$ cat config.mk
export PLATFORM = sky130hd
export DESIGN_NAME = pc_fetch_unit_flat
export DESIGN_NICKNAME = d
export VERILOG_FILES = /design/src/rtl/pc_fetch_unit_if.sv /design/src/rtl/pc_fetch_unit.sv /design/src/flat_wrapper.sv
export SDC_FILE = /design/constraint.sdc
export NUM_CORES = 1
export LEC_CHECK = 0
export BUFFER_PORTS_ARGS = -buffer_cell sky130_fd_sc_hd__buf_2
export CAP_MARGIN = 40
export CORE_ASPECT_RATIO = 1.5
export CORE_MARGIN = 1
export CORE_UTILIZATION = 30
export DETAILED_ROUTE_END_ITERATION = 12
export PLACE_DENSITY = 0.62
export REMOVE_ABC_BUFFERS = 1
export SETUP_SLACK_MARGIN = 0.1
export SLEW_MARGIN = 20
export SYNTH_ARGS = -nofsm -noshare
export SYNTH_HDL_FRONTEND = slang
export SYNTH_SLANG_ARGS = --single-unit
$ cat constraint.sdc
create_clock -name clk -period 2.6 [get_ports clk]
set_input_delay 0.39 -clock clk [delete_from_list [all_inputs] [get_ports clk]]
set_output_delay 0.39 -clock clk [all_outputs]
set_load 0.01 [all_outputs]
$ cat src/rtl/pc_fetch_unit_if.sv
// Fetch-unit bundle: instruction-memory read handshake, branch redirect, and the decode-side valid/stall pair.
// The master side is the fetch unit; the slave side is memory, execute and decode taken together.
interface pc_fetch_unit_if;
    logic        imem_req;
    logic [31:0] imem_addr;
    logic        imem_ack;
    logic [31:0] imem_rdata;
    logic        branch_taken;
    logic [31:0] branch_target;
    logic        stall;
    logic [31:0] instr;
    logic        instr_valid;
    logic [31:0] PC;

    modport master (
        output imem_req, imem_addr, instr, instr_valid, PC,
        input  imem_ack, imem_rdata, branch_taken, branch_target, stall
    );

    modport slave (
        input  imem_req, imem_addr, instr, instr_valid, PC,
        output imem_ack, imem_rdata, branch_taken, branch_target, stall
    );
endinterface

$ cat src/rtl/pc_fetch_unit.sv
// PC sequencer and instruction fetcher: requests fetch_pc from memory, then holds the word for decode.
// A branch arriving while a request is outstanding is parked, and the in-flight data is dropped.
module pc_fetch_unit #(
    parameter logic [31:0] RESET_PC   = 32'h0000_1000,
    parameter logic [31:0] WORD_BYTES = 32'd4
) (
    input logic            clk,
    input logic            reset,
    pc_fetch_unit_if.master bus
);

    // state  | meaning
    // S_IDLE | first cycle out of reset
    // S_REQ  | imem_req high, waiting for imem_ack
    // S_HOLD | fetched word presented to decode until accepted
    typedef enum logic [1:0] {S_IDLE, S_REQ, S_HOLD} state_t;

    state_t      state_q, state_d;
    logic [31:0] fetch_pc_q, fetch_pc_d;
    logic [31:0] pc_q, pc_d;
    logic [31:0] instr_q, instr_d;
    logic        valid_q, valid_d;
    logic        redir_pend_q, redir_pend_d;
    logic [31:0] redir_tgt_q, redir_tgt_d;
    logic [31:0] target_al;

    assign target_al = {bus.branch_target[31:2], 2'b00};

    always_ff @(posedge clk or negedge reset) begin
        if (!reset) begin
            state_q      <= S_IDLE;
            fetch_pc_q   <= RESET_PC;
            pc_q         <= RESET_PC;
            instr_q      <= 32'h0;
            valid_q      <= 1'b0;
            redir_pend_q <= 1'b0;
            redir_tgt_q  <= 32'h0;
        end else begin
            state_q      <= state_d;
            fetch_pc_q   <= fetch_pc_d;
            pc_q         <= pc_d;
            instr_q      <= instr_d;
            valid_q      <= valid_d;
            redir_pend_q <= redir_pend_d;
            redir_tgt_q  <= redir_tgt_d;
        end
    end

    always_comb begin
        state_d      = state_q;
        fetch_pc_d   = fetch_pc_q;
        pc_d         = pc_q;
        instr_d      = instr_q;
        valid_d      = valid_q;
        redir_pend_d = redir_pend_q;
        redir_tgt_d  = redir_tgt_q;
        case (state_q)
            S_IDLE: begin
                state_d = S_REQ;
                if (bus.branch_taken) begin
                    fetch_pc_d = target_al;
                end
            end
            S_REQ: begin
                if (bus.imem_ack) begin
                    redir_pend_d = 1'b0;
                    if (bus.branch_taken) begin
                        fetch_pc_d = target_al;
                    end else if (redir_pend_q) begin
                        fetch_pc_d = redir_tgt_q;
                    end else begin
                        instr_d    = bus.imem_rdata;
                        pc_d       = fetch_pc_q;
                        valid_d    = 1'b1;
                        fetch_pc_d = fetch_pc_q + WORD_BYTES;
                        state_d    = S_HOLD;
                    end
                end else if (bus.branch_taken) begin
                    // The request stays up; the redirect is applied when its ack returns.
                    redir_tgt_d  = target_al;
                    redir_pend_d = 1'b1;
                end
            end
            S_HOLD: begin
                if (bus.branch_taken) begin
                    fetch_pc_d = target_al;
                    valid_d    = 1'b0;
                    state_d    = S_REQ;
                end else if (!bus.stall) begin
                    valid_d = 1'b0;
                    state_d = S_REQ;
                end
            end
            default: begin
                state_d = S_IDLE;
            end
        endcase
    end

    always_comb begin
        bus.imem_req    = (state_q == S_REQ);
        bus.imem_addr   = fetch_pc_q;
        bus.instr       = instr_q;
        bus.instr_valid = valid_q;
        bus.PC          = pc_q;
    end

endmodule

$ cat src/flat_wrapper.sv
// flat-port wrapper written by rule: the top's interface ports become plain ports
module pc_fetch_unit_flat 
#(
    parameter logic [31:0] RESET_PC   = 32'h0000_1000,
    parameter logic [31:0] WORD_BYTES = 32'd4
)
  (clk, reset, bus_imem_req, bus_imem_addr, bus_instr, bus_instr_valid, bus_PC, bus_imem_ack, bus_imem_rdata, bus_branch_taken, bus_branch_target, bus_stall);
  pc_fetch_unit_if bus_i ();
  input logic clk;
  input logic reset;
  output wire logic [$bits(bus_i.imem_req)-1:0] bus_imem_req;
  output wire logic [$bits(bus_i.imem_addr)-1:0] bus_imem_addr;
  output wire logic [$bits(bus_i.instr)-1:0] bus_instr;
  output wire logic [$bits(bus_i.instr_valid)-1:0] bus_instr_valid;
  output wire logic [$bits(bus_i.PC)-1:0] bus_PC;
  input wire logic [$bits(bus_i.imem_ack)-1:0] bus_imem_ack;
  input wire logic [$bits(bus_i.imem_rdata)-1:0] bus_imem_rdata;
  input wire logic [$bits(bus_i.branch_taken)-1:0] bus_branch_taken;
  input wire logic [$bits(bus_i.branch_target)-1:0] bus_branch_target;
  input wire logic [$bits(bus_i.stall)-1:0] bus_stall;
  assign bus_imem_req = bus_i.imem_req;
  assign bus_imem_addr = bus_i.imem_addr;
  assign bus_instr = bus_i.instr;
  assign bus_instr_valid = bus_i.instr_valid;
  assign bus_PC = bus_i.PC;
  assign bus_i.imem_ack = bus_imem_ack;
  assign bus_i.imem_rdata = bus_imem_rdata;
  assign bus_i.branch_taken = bus_branch_taken;
  assign bus_i.branch_target = bus_branch_target;
  assign bus_i.stall = bus_stall;
  pc_fetch_unit #(.RESET_PC(RESET_PC), .WORD_BYTES(WORD_BYTES)) u_core (.clk(clk), .reset(reset), .bus(bus_i));
endmodule
==> summary.md, run 1 <==
| Metric | Value |
|---|---|
| Core box area | `approximately 19000 um2` |
| Setup violators final | `0` |
| Psw | `about 3.7 mW` |
| Reg2Reg Setup Slack | `0.35 ns` |
| CP Launch Type | `flop` |
| H-Tree Level Count | `4` |
| Launch point of the worst reg-to-reg path | `u_core.bus.imem_addr[2]` |
| Cell Int Power | `5.99 mW` |
| R2r endpoint | `u_core.bus.imem_addr[26]` |
| Worst Min Path Start | `bus_imem_rdata[28]` |
| Post-DP HPWL | `about 11000 um` |
| Drt total wl | `16600 um` |
| Outcome | `finished clean` |
| CTS tree | `yes` |
| Vias | `~5000` |
| 1st-iter DRT viols | `about 280` |
| VDD IR-drop max | `0.000415 V` |
| Arrival time at the worst endpoint | `2.54 ns` |
| Placed Area | `7050 um2` |
| Final min period | `between 2 and 2.5 ns` |
| Proportion of layout cells with a drive suffix above 1 | `roughly 30%` |
| Most frequent cells in the layout | `nand2_1 (208), buf_2 (159), dfrtp_1 (124)` |
| Slowest stage cell, crit path | `or4_4` |
| IO Port Bufs | `160` |
| Placer Congestion | `0.783` |
| Site Rows | `62` |
| Synthesized area | `around 5900 um2` |
| CP Max Fanout | `7` |
| First-pass GRT wire length | `26400 um` |
| GRT Resource Usage Total | `between 10% and 20%` |
| Top Ports | `~170` |
| Reg2Reg Depth | `6` |
| Cell count after synthesis | `626` |
| Chip Width | `117 um` |
| Kind of critical path | `flop to flop` |
| Lkg Pwr | `3.73 nW` |
| Remaining global-route overflow | `0` |
| Final ANT Viol Nets | `0` |
| Fmax | `between 400 and 500 MHz` |
| Worst-margin pin slew | `approximately 0.70 ns` |
| Fin nets | `849` |
| Commonest non-fill, non-tap cell in the layout | `nand2_1` |
| Slew headroom | `53.0%` |
| Main flop type after synthesis | `dfrtp_1` |
| Yosys top cell by area | `dfrtp_1` |
| DIE AREA | `20300 um2` |
| Clock slew at reported path FFs | `roughly 0.06 ns` |
| Worst-skew pair later-pin latency | `0.41 ns` |
| Clock buffer depth | `2` |
| Slew Limit Fails | `0` |
| Largest net degree at the start of global routing | `59` |
| Min-Delay Path Depth | `3` |
| Synth warn | `0` |
| WP data required | `2.89 ns` |
| Postcts setup bufs | `0` |
| RSZ-0062 raised after global routing | `no` |
| Die Y | `174 um` |
| Post-detailed-route DRC marker count | `0` |
| Clock Skew | `around 0.009 ns` |
| Dominant cells by area after synthesis | `dfrtp_1 (52%), nand2_1 (13%), mux2_2 (3.4%), xor2_1 (2.4%), mux2_1 (2.3%)` |
| Final Instance Area | `between 7000 and 8000 um2` |
| Period utilization | `86.4%` |
| Initial antenna violation count | `4` |
| Post-synth EDFFs | `0` |
| Utilization after layout | `39.9%` |
| Worst Hold Path EP | `u_core.bus.instr[28]` |
| Initial core utilization | `30.8%` |
| Clock Power Share | `25.4%` |
| Final hold violations | `0` |
| Inserted Clock Buffers | `17` |
| CP endpoint kind | `flop` |
| Top-area cell type share of the netlist area | `52.4%` |
| Vias in the first global route | `approximately 4900` |
| Top Family by Delay on Critical Path | `simple AND/OR/NAND/NOR gates` |
| Clock root buffer | `clkbuf_16` |
| Post-synth cell types | `55` |
| Syn Area/Cell | `9.46 um2` |
| Power Density | `1260 nW/um2` |
| Hold WS | `0.162 ns` |
| CP bufs+invs | `0` |
| Hold crit path type | `input port to flop` |
| Routed length per placed instance | `15.8 um` |
| Max cap viols | `0` |
| Flip-flop and latch count after synthesis | `126` |
| Combinational share of power | `35.4%` |
| Sw Ratio | `38.0%` |
| Flop pwr share | `39.2%` |
| FFs w/ async S/R, synth | `100%` |
| TritonRoute pass-1 iters | `4` |
| Seq/Total Area, Yosys | `53.3%` |
| Area delta synth->final | `29.7%` |
| Worst path cell trace | `ha_1 -> nand4_2 -> or4_4 -> nor2_1 -> nand3_1 -> a211o_1` |
| Clock sinks | `126` |
| Slowest cell delay on critical path | `between 0.6 and 0.7 ns` |
| Vias per std cell | `between 4 and 5` |
| Setup TNS | `0 ns` |
==> tightest hold or removal path, delay by kind of cell <==
kind / cells / cell delay (ns)
buf+inv: 1 / 0.07
simple gates: 2 / 0.08
==> synthesized netlist by cell type (4+ instances only) <==
| cell | instances |
|---|---|
| a221o_1 | 4 |
| o211ai_1 | 4 |
| clkbuf_1 | 26 |
| xor2_1 | 16 |
| nand4_1 | 6 |
| and3_1 | 10 |
| nor3_1 | 9 |
| a32o_1 | 12 |
| buf_4 | 4 |
| o21ai_0 | 12 |
| buf_2 | 15 |
| xnor2_1 | 9 |
| mux2_2 | 18 |
| o21ai_1 | 16 |
| a31oi_1 | 5 |
| nor2_1 | 18 |
| dfrtp_1 | 124 |
| mux2_1 | 12 |
| a21oi_1 | 23 |
| nand3_1 | 24 |
| nand2_1 | 209 |
==> flip-flops by register name, summed over array words and instances, names as in the netlist <==
| register | flops |
|---|---|
| u_core.bus.PC | 30 |
| u_core.redir_pend_q | 1 |
| u_core.state_q | 2 |
| u_core.bus.instr_valid | 1 |
| u_core.bus.imem_addr | 30 |
| u_core.redir_tgt_q | 30 |
| u_core.bus.instr | 32 |
==> how the worst max path moves through the flow <==
stage                       startpoint                        to  cells past startpoint
2_1_floorplan         bus_branch_taken         u_core.state_q[1]                      3
3_3_place_gp   u_core.bus.imem_addr[2]  u_core.bus.imem_addr[26]                      6
3_5_place_dp   u_core.bus.imem_addr[2]  u_core.bus.imem_addr[26]                      6
4_1_cts        u_core.bus.imem_addr[2]  u_core.bus.imem_addr[26]                      6
5_1_grt        u_core.bus.imem_addr[2]  u_core.bus.imem_addr[26]                      6
6_report       u_core.bus.imem_addr[2]  u_core.bus.imem_addr[26]                      6
==> cell families (layout without fill, tap and decap cells) <==
logic type | count (synthesis) | count (layout) | share of synthesized area [%]
adder cells (fa/ha/maj) | 1 | 1 | 0.211
buffers and inverters | 50 | 213 | 3.74
multiplexers | 31 | 31 | 5.88
flip-flops | 126 | 126 | 53.3
AND/OR/NAND/NOR | 300 | 300 | 22.7
other | 1 | 6 | 0.0634
XOR/XNOR | 25 | 25 | 3.70
AO/OA/AOI/OAI | 92 | 92 | 10.4
==> repair_timing <==
action,CTS,global route
hold endpoints to repair,41,0
resized for setup,0,0
hold buffers,1,0
==> metrics by stage <==
step                      std cells  worst slack, ns  total power, mW
after floorplan                 583           -0.570             5.68
after global placement         1014            0.355             7.18
after detailed placement       1015            0.352             7.30
after CTS                      1048            0.340             9.81
after global routing           1049            0.292             10.4
final                          1050            0.353             9.67
==> per-layer routing <==
metal	global-route usage [%]	routed length, um	share of wire, %
met5	0	27	0.16
met4	5.80	205	1.2
met3	3.63	693	4.2
met2	30.1	8800	53
met1	19.8	6820	41
==> power by group through the flow <==
stage | sequential [mW] | combinational [mW] | clock (mW)
2_1_floorplan | 3.98 | 1.70 | 0
3_3_place_gp | 3.79 | 3.39 | 0
3_5_place_dp | 3.84 | 3.47 | 0
4_1_cts | 3.81 | 3.48 | 2.52
5_1_grt | 3.96 | 3.84 | 2.60
6_report | 3.79 | 3.42 | 2.46
==> final cells by class <==
cell class	instances	area (um2)
antenna	2	5.00
clock buffer	22	474
clock inverter	10	136
fill	1989	11600
inverter	4	15.0
multi-input combinational	453	2580
sequential	126	3160
tap	256	320
timing repair buffer	177	995
Note: power is estimated with default switching activity, not from simulation.
==> inputs of run 2 (changes only) <==
CORE_ASPECT_RATIO = 2   (was 1.5)
CORE_MARGIN = 4   (was 1)
==> summary.md, run 2 (synthesis results as in run 1) <==
| Metric | Value |
|---|---|
| Outcome | `finished clean (unchanged)` |
| TritonRoute pass-1 iters | `4 (unchanged)` |
| Lkg Pwr | `3.74 nW (was 3.73 nW)` |
| Clock Skew | `0.0102 ns (was 0.00925 ns)` |
| DIE AREA | `22200 um2 (was 20300 um2)` |
| Proportion of layout cells with a drive suffix above 1 | `30.7% (was 30.3%)` |
| Inserted Clock Buffers | `17 (unchanged)` |
| CP Max Fanout | `6 (was 7)` |
| Largest register FFs | `32 (unchanged)` |
| Worst-skew pair later-pin latency | `0.42 ns (was 0.41 ns)` |
| Slowest cell delay on critical path | `0.60 ns (was 0.61 ns)` |
| Final hold violations | `0 (unchanged)` |
| Max cap viols | `0 (unchanged)` |
| VDD IR-drop max | `0.000433 V (was 0.000415 V)` |
| Worst path cell trace | `ha_1 -> nand4_2 -> or4_4 -> nor2_1 -> nand3_1 -> a211o_1 (unchanged)` |
| ANT cells | `0 (was 2)` |
| Placer Congestion | `0.796 (was 0.783)` |
| R2r endpoint | `u_core.bus.imem_addr[26] (unchanged)` |
| Launch point of the worst reg-to-reg path | `u_core.bus.imem_addr[3] (was u_core.bus.imem_addr[2])` |
| 1st-iter DRT viols | `231 (was 276)` |
| Slew headroom | `54.2% (was 53.0%)` |
| Site Rows | `72 (was 62)` |
| Vias in the first global route | `5039 (was 4917)` |
| Min-Delay Path Depth | `3 (unchanged)` |
| CTS tree | `yes (unchanged)` |
| Initial core utilization | `30.6% (was 30.8%)` |
| Routed length per placed instance | `16.5 um (was 15.8 um)` |
| Fmax | `462 MHz (was 445 MHz)` |
| Final ANT Viol Nets | `0 (unchanged)` |
| Die Y | `207 um (was 174 um)` |
| GRT Resource Usage Total | `16.1% (was 17.0%)` |
| CP Launch Type | `flop (unchanged)` |
| Chip Width | `107 um (was 117 um)` |
| WP data required | `2.90 ns (was 2.89 ns)` |
| Hold crit path type | `input port to flop (unchanged)` |
| Remaining global-route overflow | `0 (unchanged)` |
| Postcts setup bufs | `0 (unchanged)` |
| Power Density | `1250 nW/um2 (was 1260 nW/um2)` |
| Commonest non-fill, non-tap cell in the layout | `nand2_1 (unchanged)` |
| Placed Area | `7080 um2 (was 7050 um2)` |
| IO Port Bufs | `160 (unchanged)` |
| Vias | `5039 (was 5018)` |
| CP endpoint kind | `flop (unchanged)` |
| Period utilization | `83.2% (was 86.4%)` |
| Vias per std cell | `4.78 (about the same)` |
| H-Tree Level Count | `4 (unchanged)` |
| Setup TNS | `0 ns (unchanged)` |
| RSZ-0062 raised after global routing | `no (unchanged)` |
| Post_cts resized | `0 (unchanged)` |
| Final min period | `2.16 ns (was 2.25 ns)` |
| Slowest stage cell, crit path | `or4_4 (unchanged)` |
| Worst-margin pin slew | `0.687 ns (was 0.704 ns)` |
| Reg2Reg Setup Slack | `0.44 ns (was 0.35 ns)` |
| Most frequent cells in the layout | `nand2_1 (208), buf_2 (159), dfrtp_1 (124) (unchanged)` |
| Post-DP HPWL | `12500 um (was 11300 um)` |
| Setup violators final | `0 (unchanged)` |
| Initial antenna violation count | `1 (was 4)` |
| Reg2Reg Depth | `6 (unchanged)` |
| Fin nets | `853 (was 849)` |
| Clock slew at reported path FFs | `0.06 ns (about the same)` |
| Worst Min Path Start | `bus_imem_rdata[24] (was bus_imem_rdata[28])` |
| Largest net degree at the start of global routing | `75 (was 59)` |
| Core box area | `19400 um2 (was 19200 um2)` |
| Clock root buffer | `clkbuf_16 (unchanged)` |
| Drt total wl | `17400 um (was 16600 um)` |
| Area delta synth->final | `29.4% (was 29.7%)` |
| Top Ports | `167 (unchanged)` |
| Kind of critical path | `flop to flop (unchanged)` |
| Clock sinks | `126 (unchanged)` |
| Post-detailed-route DRC marker count | `0 (unchanged)` |
| Worst Hold Path EP | `u_core.bus.instr[24] (was u_core.bus.instr[28])` |
| Clock buffer depth | `2 (unchanged)` |
| Final Instance Area | `7660 um2 (was 7680 um2)` |
| Arrival time at the worst endpoint | `2.46 ns (was 2.54 ns)` |
| Slew Limit Fails | `0 (unchanged)` |
| First-pass GRT wire length | `27500 um (was 26400 um)` |
[run 2: cell count changes in the layout (fill, tap and decap cells not counted)]
cell and delta:
buf_4 +5, clkinv_2 +2, diode_2 -2, buf_8 -1
bufinv_16 -1, clkbuf_1 -1, clkbuf_8 -1, clkinv_4 +1
clkinvlp_4 -1
[run 2: stage by stage]
step | hold slack [ns] | instances | power (mW) | worst slack (ns) | util, %
6_report | 0.161 | 1054 | 9.60 | 0.436 | 39.6
2_1_floorplan | 0.0944 | 583 | 5.68 | -0.570 | -
5_1_grt | 0.158 | 1054 | 10.3 | 0.348 | 39.6
4_1_cts | 0.143 | 1054 | 9.75 | 0.431 | 39.6
3_3_place_gp | 0.370 | 1022 | 7.28 | 0.492 | 36.5
3_5_place_dp | 0.373 | 1022 | 7.38 | 0.452 | 36.5
[run 2: final cells by class]
type                            instances  area (um2)
Clock buffer                           20         457
Clock inverter                         11         118
Fill cell                            1960       11700
Inverter                                4        15.0
Multi-Input combinational cell        453        2580
Sequential cell                       126        3160
Tap cell                              259         324
Timing Repair Buffer                  181        1020
[run 2: worst max-delay path by stage]
| stage | startpoint | endpoint | slack [ns] | cells past startpoint |
|---|---|---|---|---|
| detailed placement | u_core.bus.imem_addr[3] | u_core.bus.imem_addr[26] | 0.45 | 6 |
| CTS | u_core.bus.imem_addr[3] | u_core.bus.imem_addr[26] | 0.43 | 6 |
| global placement | u_core.bus.imem_addr[3] | u_core.bus.imem_addr[26] | 0.49 | 6 |
| floorplan | bus_branch_taken | u_core.state_q[1] | -0.57 | 3 |
| finish | u_core.bus.imem_addr[3] | u_core.bus.imem_addr[26] | 0.44 | 6 |
| global route | u_core.bus.imem_addr[3] | u_core.bus.imem_addr[26] | 0.35 | 6 |
[run 2: critical path, delay by kind of cell (launching register included)]
kind	cells	cell delay [ns]
AND/OR/NAND/NOR	4	1.00
flip-flops	1	0.43
AO/OA/AOI/OAI	1	0.33
adder cells (fa/ha/maj)	1	0.28
[run 2: timing repair]
item | CTS | global route
endpoints found under the setup margin | 0 | 0
hold buffers | 1 | 0
endpoints found under the hold margin | 44 | 0
[run 2: per-layer routing]
layer | part of all wire, % | GRT usage, % | up-vias
li1 | - | - | 2439
met1 | 35 | 16.3 | 2423
met2 | 57 | 30.4 | 145
met3 | 4.9 | 3.24 | 30
met4 | 3.0 | 8.32 | 2
met5 | 0.040 | 0 | -
[run 2: report_power, final]
part           leakage [nW]  switching (mW)  internal, mW
Combinational          1.91            2.03          1.53
Clock                 0.281           0.869          1.45
Sequential             1.55           0.813          2.91
Total                  3.74            3.71          5.89
